## src/rtl/mem_read_arbiter.sv

```systemverilog
// mem_read_arbiter: N-channel read arbiter in front of a fixed-latency,
// in-order synchronous memory port. One grant per cycle (round-robin or
// fixed priority). A tag pipeline as deep as the memory latency records
// which channel owns each in-flight read, so returning data is steered
// back to that channel.
module mem_read_arbiter #(
  parameter int DATA_WIDTH  = 32,
  parameter int ADDR_WIDTH  = 32,
  parameter int NUM_CH      = 2,
  parameter int MEM_LATENCY = 1,
  parameter int ARB_MODE    = 0
) (
  input  logic                                clk,
  input  logic                                rst_n,
  input  logic [NUM_CH-1:0]                   ch_req_valid,
  input  logic [NUM_CH-1:0][ADDR_WIDTH-1:0]   ch_req_addr,
  output logic [NUM_CH-1:0]                   ch_req_ready,
  output logic [NUM_CH-1:0]                   ch_resp_valid,
  output logic [DATA_WIDTH-1:0]               ch_resp_data,
  output logic                                mem_rd_en,
  output logic [ADDR_WIDTH-1:0]               mem_rd_addr,
  input  logic [DATA_WIDTH-1:0]               mem_rd_data,
  output logic                                busy
);

  localparam int CH_W = (NUM_CH > 1) ? $clog2(NUM_CH) : 1;
  localparam int LAST = MEM_LATENCY - 1;

  logic [CH_W-1:0]                    rr_ptr_q, rr_ptr_d;
  logic                               gnt_vld;
  logic [CH_W-1:0]                    gnt_id;
  logic                               gnt_en;
  logic [CH_W-1:0]                    idx;
  logic [MEM_LATENCY-1:0]             vld_q;
  logic [MEM_LATENCY-1:0][CH_W-1:0]   id_q;

  // Pick the winning channel: scan from rr_ptr with wrap (round-robin),
  // or from channel 0 (fixed priority). First valid hit wins.
  always_comb begin
    gnt_vld = 1'b0;
    gnt_id  = '0;
    idx     = '0;
    for (int i = 0; i < NUM_CH; i++) begin
      if (ARB_MODE == 0) idx = CH_W'((int'(rr_ptr_q) + i) % NUM_CH);
      else               idx = CH_W'(i);
      if (!gnt_vld && ch_req_valid[idx]) begin
        gnt_vld = 1'b1;
        gnt_id  = idx;
      end
    end
  end

  // Grant, memory strobe and address; all held low while reset is asserted.
  always_comb begin
    gnt_en       = gnt_vld & rst_n;
    ch_req_ready = '0;
    mem_rd_en    = gnt_en;
    mem_rd_addr  = '0;
    if (gnt_en) begin
      ch_req_ready[gnt_id] = 1'b1;
      mem_rd_addr          = ch_req_addr[gnt_id];
    end
  end

  // Next round-robin pointer: one past the winner, wrapping at NUM_CH-1.
  always_comb begin
    rr_ptr_d = rr_ptr_q;
    if (ARB_MODE == 0 && gnt_vld) begin
      if (gnt_id == CH_W'(NUM_CH - 1)) rr_ptr_d = '0;
      else                             rr_ptr_d = CH_W'(gnt_id + 1'b1);
    end
  end

  // Pointer and tag pipeline; reset discards every in-flight tag.
  always_ff @(posedge clk or negedge rst_n) begin
    if (!rst_n) begin
      rr_ptr_q <= '0;
      vld_q    <= '0;
      id_q     <= '0;
    end else begin
      rr_ptr_q <= rr_ptr_d;
      vld_q[0] <= gnt_vld;
      id_q[0]  <= gnt_id;
      for (int i = 1; i < MEM_LATENCY; i++) begin
        vld_q[i] <= vld_q[i-1];
        id_q[i]  <= id_q[i-1];
      end
    end
  end

  // Response steering: last tag stage selects the channel, data passes through.
  always_comb begin
    ch_resp_valid = '0;
    ch_resp_data  = '0;
    if (vld_q[LAST]) begin
      ch_resp_valid[id_q[LAST]] = 1'b1;
      ch_resp_data              = mem_rd_data;
    end
  end

  assign busy = |vld_q;

endmodule
```

## config.mk

```make
export PLATFORM = sky130hd
export DESIGN_NAME = mem_read_arbiter
export DESIGN_NICKNAME = d
export VERILOG_FILES = /design/src/rtl/mem_read_arbiter.sv
export SDC_FILE = /design/constraint.sdc
export NUM_CORES = 1
export LEC_CHECK = 0
export CAP_MARGIN = 20
export CORE_ASPECT_RATIO = 0.6
export CORE_UTILIZATION = 22
export CTS_CLUSTER_DIAMETER = 120
export DETAILED_ROUTE_END_ITERATION = 8
export GPL_TIMING_DRIVEN = 0
export PLACE_DENSITY = 0.86
export SETUP_SLACK_MARGIN = 0.1
export SLEW_MARGIN = 20
export SYNTH_ARGS = -nofsm -noshare
export SYNTH_HDL_FRONTEND = slang
export SYNTH_SLANG_ARGS = --single-unit
```

## constraint.sdc

```tcl
create_clock -name clk -period 2.4 [get_ports clk]
set_input_delay 0.36 -clock clk [delete_from_list [all_inputs] [get_ports clk]]
set_output_delay 0.36 -clock clk [all_outputs]
set_load 0.02 [all_outputs]
```

==> results.json <==
{
  "max-cap-violations": 0,
  "wl_mm": 4.77,
  "crit_path_max_fanout": 10,
  "cp_slowest_cell": "clkdlybuf4s50_1",
  "p_sw_frac": 0.371,
  "routedWlPerCell_um": 12.2,
  "stdcell_area_um2": 2730,
  "finalCritPeriodShare": 0.912,
  "drtAntennaViolNets": 0,
  "r2r_slack_ns": 1.38,
  "p_clk_frac": 0.185,
  "antenna_found_initial": 0,
  "cellLeakagePower_nw": 1.19,
  "ys_ff_latch": 3,
  "synth_xor_area_frac": 0,
  "drtIter0Drc": 57,
  "cts.path.max_buffers": 2,
  "crit_path_max_incr_delay_ns": 0.49,
  "avgSynthCellArea_um2": 5.95,
  "required_ns": 2.04,
  "num_io_pins": 170,
  "first_global_vias": 1491,
  "dp_hpwl_mm": 3.99,
  "setup_viol": 0,
  "die-area_um2": 4570,
  "cts_setup_buffers": 0,
  "drv_slew": 0,
  "critical_path.startpoint": "ch_req_valid[1]",
  "cp-end-kind": "primary output",
  "synth_edf_count": 0,
  "cp_cell_sequence": "clkdlybuf4s50_1, nand2_1, nand2_2, buf_4, o22ai_1, dlygate4sd2_1",
  "fmax_mhz": 457,
  "place.gp.congestion": 0.812,
  "power_switching_w": 0.000291,
  "die_w_um": 86.7,
  "dpl-instance-area_um2": 2710,
  "synth_common_cells": "nand2_1 (65), and2_1 (34), o22ai_1 (26)",
  "n_fill_cell": 369,
  "synth.area.top_cells": "nand2_1 (26%), and2_1 (22%), o22ai_1 (17%)",
  "grt_max_degree": 11,
  "synthToLayoutAreaGrowth_pct": 188,
  "initial_core_util": 0.230,
  "synthSimpleGateAreaFrac": 0.537,
  "insertion_delay_ns": 0.21,
  "yosysMostFrequentCell": "nand2_1",
  "crit_type": "primary input to primary output",
  "finalHoldViolCount": 0,
  "cts_resized": 41,
  "p_comb_frac": 0.740,
  "syn_nets": 259,
  "vias": 1710,
  "regToRegStartpoint": "rr_ptr_q",
  "synth_compound_area_frac": 0.259,
  "internal_power_w": 0.000494,
  "worstPathArrival_ns": 1.83,
  "max-slew-margin-rel": 0.815,
  "grt.overflow.total": 0,
  "cts_buffers": 3,
  "max-vdd-ir-drop_mv": 0.144,
  "portBuffers": 169,
  "finalClockSkew_ns": 0.0000278,
  "ctsHoldBuffers": 0,
  "syn_area_um2": 946,
  "cts_tree": "done",
  "seq_area_frac_synth": 0.0794,
  "cts-root-buf": "clkbuf_8",
  "cts.sinks": 3,
  "post_synth_num_cell_types": 18,
  "vias_per_cell": 4.36,
  "fin_crit_ns": 2.19,
  "pre_cts_slack_ns": -0.263,
  "die_h_um": 52.8,
  "yosys-mux-area-fraction": 0,
  "tightestPinTransition_ns": 0.278,
  "final_core_util": 0.661,
  "yosys.area.top_type": "nand2_1",
  "htree_levels": 1,
  "pwr-share-seq": 0.076,
  "n_antenna_cell": 0,
  "status": "finished clean",
  "grt_pass1_wl_mm": 7.12,
  "synth_top_family_by_area": "simple AND/OR/NAND/NOR gates",
  "first_pass_iters": 4,
  "worst-path-buf-inv": 3,
  "hp-class": "primary input to async pin",
  "worst_slack_ns": 0.211,
  "core_um2": 4120,
  "holdWs_ns": 0.111,
  "async_reset_ff_frac": 1.00,
  "grtUsageTotal": 0.196,
  "drive_gt1_frac": 0.0783,
  "path_delay_family": "buffers and inverters",
  "clkTransAtPathRegs_ns": 0.03,
  "layout.nets": 433,
  "synth_fa_ha_area_frac": 0,
  "synthCells": 159,
  "drc": 0,
  "synth_flop_cell": "dfrtp_1",
  "p_per_area_nw_per_um2": 288,
  "netlist.area_leader.share": 0.258,
  "ys_warn_count": 0,
  "rsz0062_at_grt": "no",
  "rows": 18,
  "critPathLaunchType": "primary input"
}
cell families (layout without fill, tap and decap cells):
logic type,Yosys count,after routing
simple gates,106,106
compound gates,33,33
flops,3,3
buf+inv,17,190
layer usage:
layer  up-vias  share of wire  track usage
li1        874              -            -
met1       741           0.41        0.236
met2        89           0.48        0.354
met3         6          0.093       0.0472
met4         0          0.010       0.0472
met5         -              0            0
worst reg2reg max path: stages (launching register included):
cell and delay (ns):
dfrtp_1 0.37, nand2b_2 0.20, nand2_4 0.12, buf_6 0.16
inv_1 0.05
cell usage in the layout (no fill, tap or decap), types with 3 or more instances in the layout:
cell,synthesis,final
and2_1,34,34
clkdlybuf4s50_1,0,135
clkdlybuf4s15_1,0,4
nand2_1,65,65
clkbuf_1,4,4
clkbuf_8,0,3
buf_6,4,4
dfrtp_1,3,3
dlygate4sd2_1,0,30
o22ai_1,26,26
o22ai_2,6,6
buf_4,6,7
state kept, by name, indices dropped and copies added (netlist names):
| register | cells |
|---|---|
| id_q | 1 |
| busy | 1 |
| rr_ptr_q | 1 |
through the flow:
stage	TNS (ns)	instances	power [W]
after floorplan	0	159	0.000324
after global routing	0	392	0.000832
after global placement	-5.03	388	0.000663
final	0	392	0.000785
after CTS	0	392	0.000791
after detailed placement	-5.66	388	0.000671
area by class of cell:
type,count,area [um^2],share of cell area
multi-input cells,139,753,0.276
flip-flops and latches,3,75.1,0.0275
repair buffers,169,1650,0.607
clock buffers,4,45.0,0.0165
inverters,1,3.75,0.00138
well taps,60,75.1,0.0275
plain buffers,16,119,0.0436
power groups by stage:
stage          combinational (W)  clock (W)  sequential (W)
5_1_grt                 0.000618   0.000154       0.0000604
3_3_place_gp            0.000603          0       0.0000597
6_report                0.000581   0.000145       0.0000595
2_1_floorplan           0.000263          0       0.0000602
4_1_cts                 0.000584   0.000147       0.0000597
3_5_place_dp            0.000611          0       0.0000602
worst paths after layout:
check / endpoint / depth (start not counted)
setup reg to reg: id_q / 4
hold / removal: busy / 1
setup / recovery: mem_rd_addr[13] / 6
hold reg to reg: rr_ptr_q / 1
min in group clk: rr_ptr_q / 1
max in group asynchronous: rr_ptr_q / 1
(Power assumes the default switching activity.)
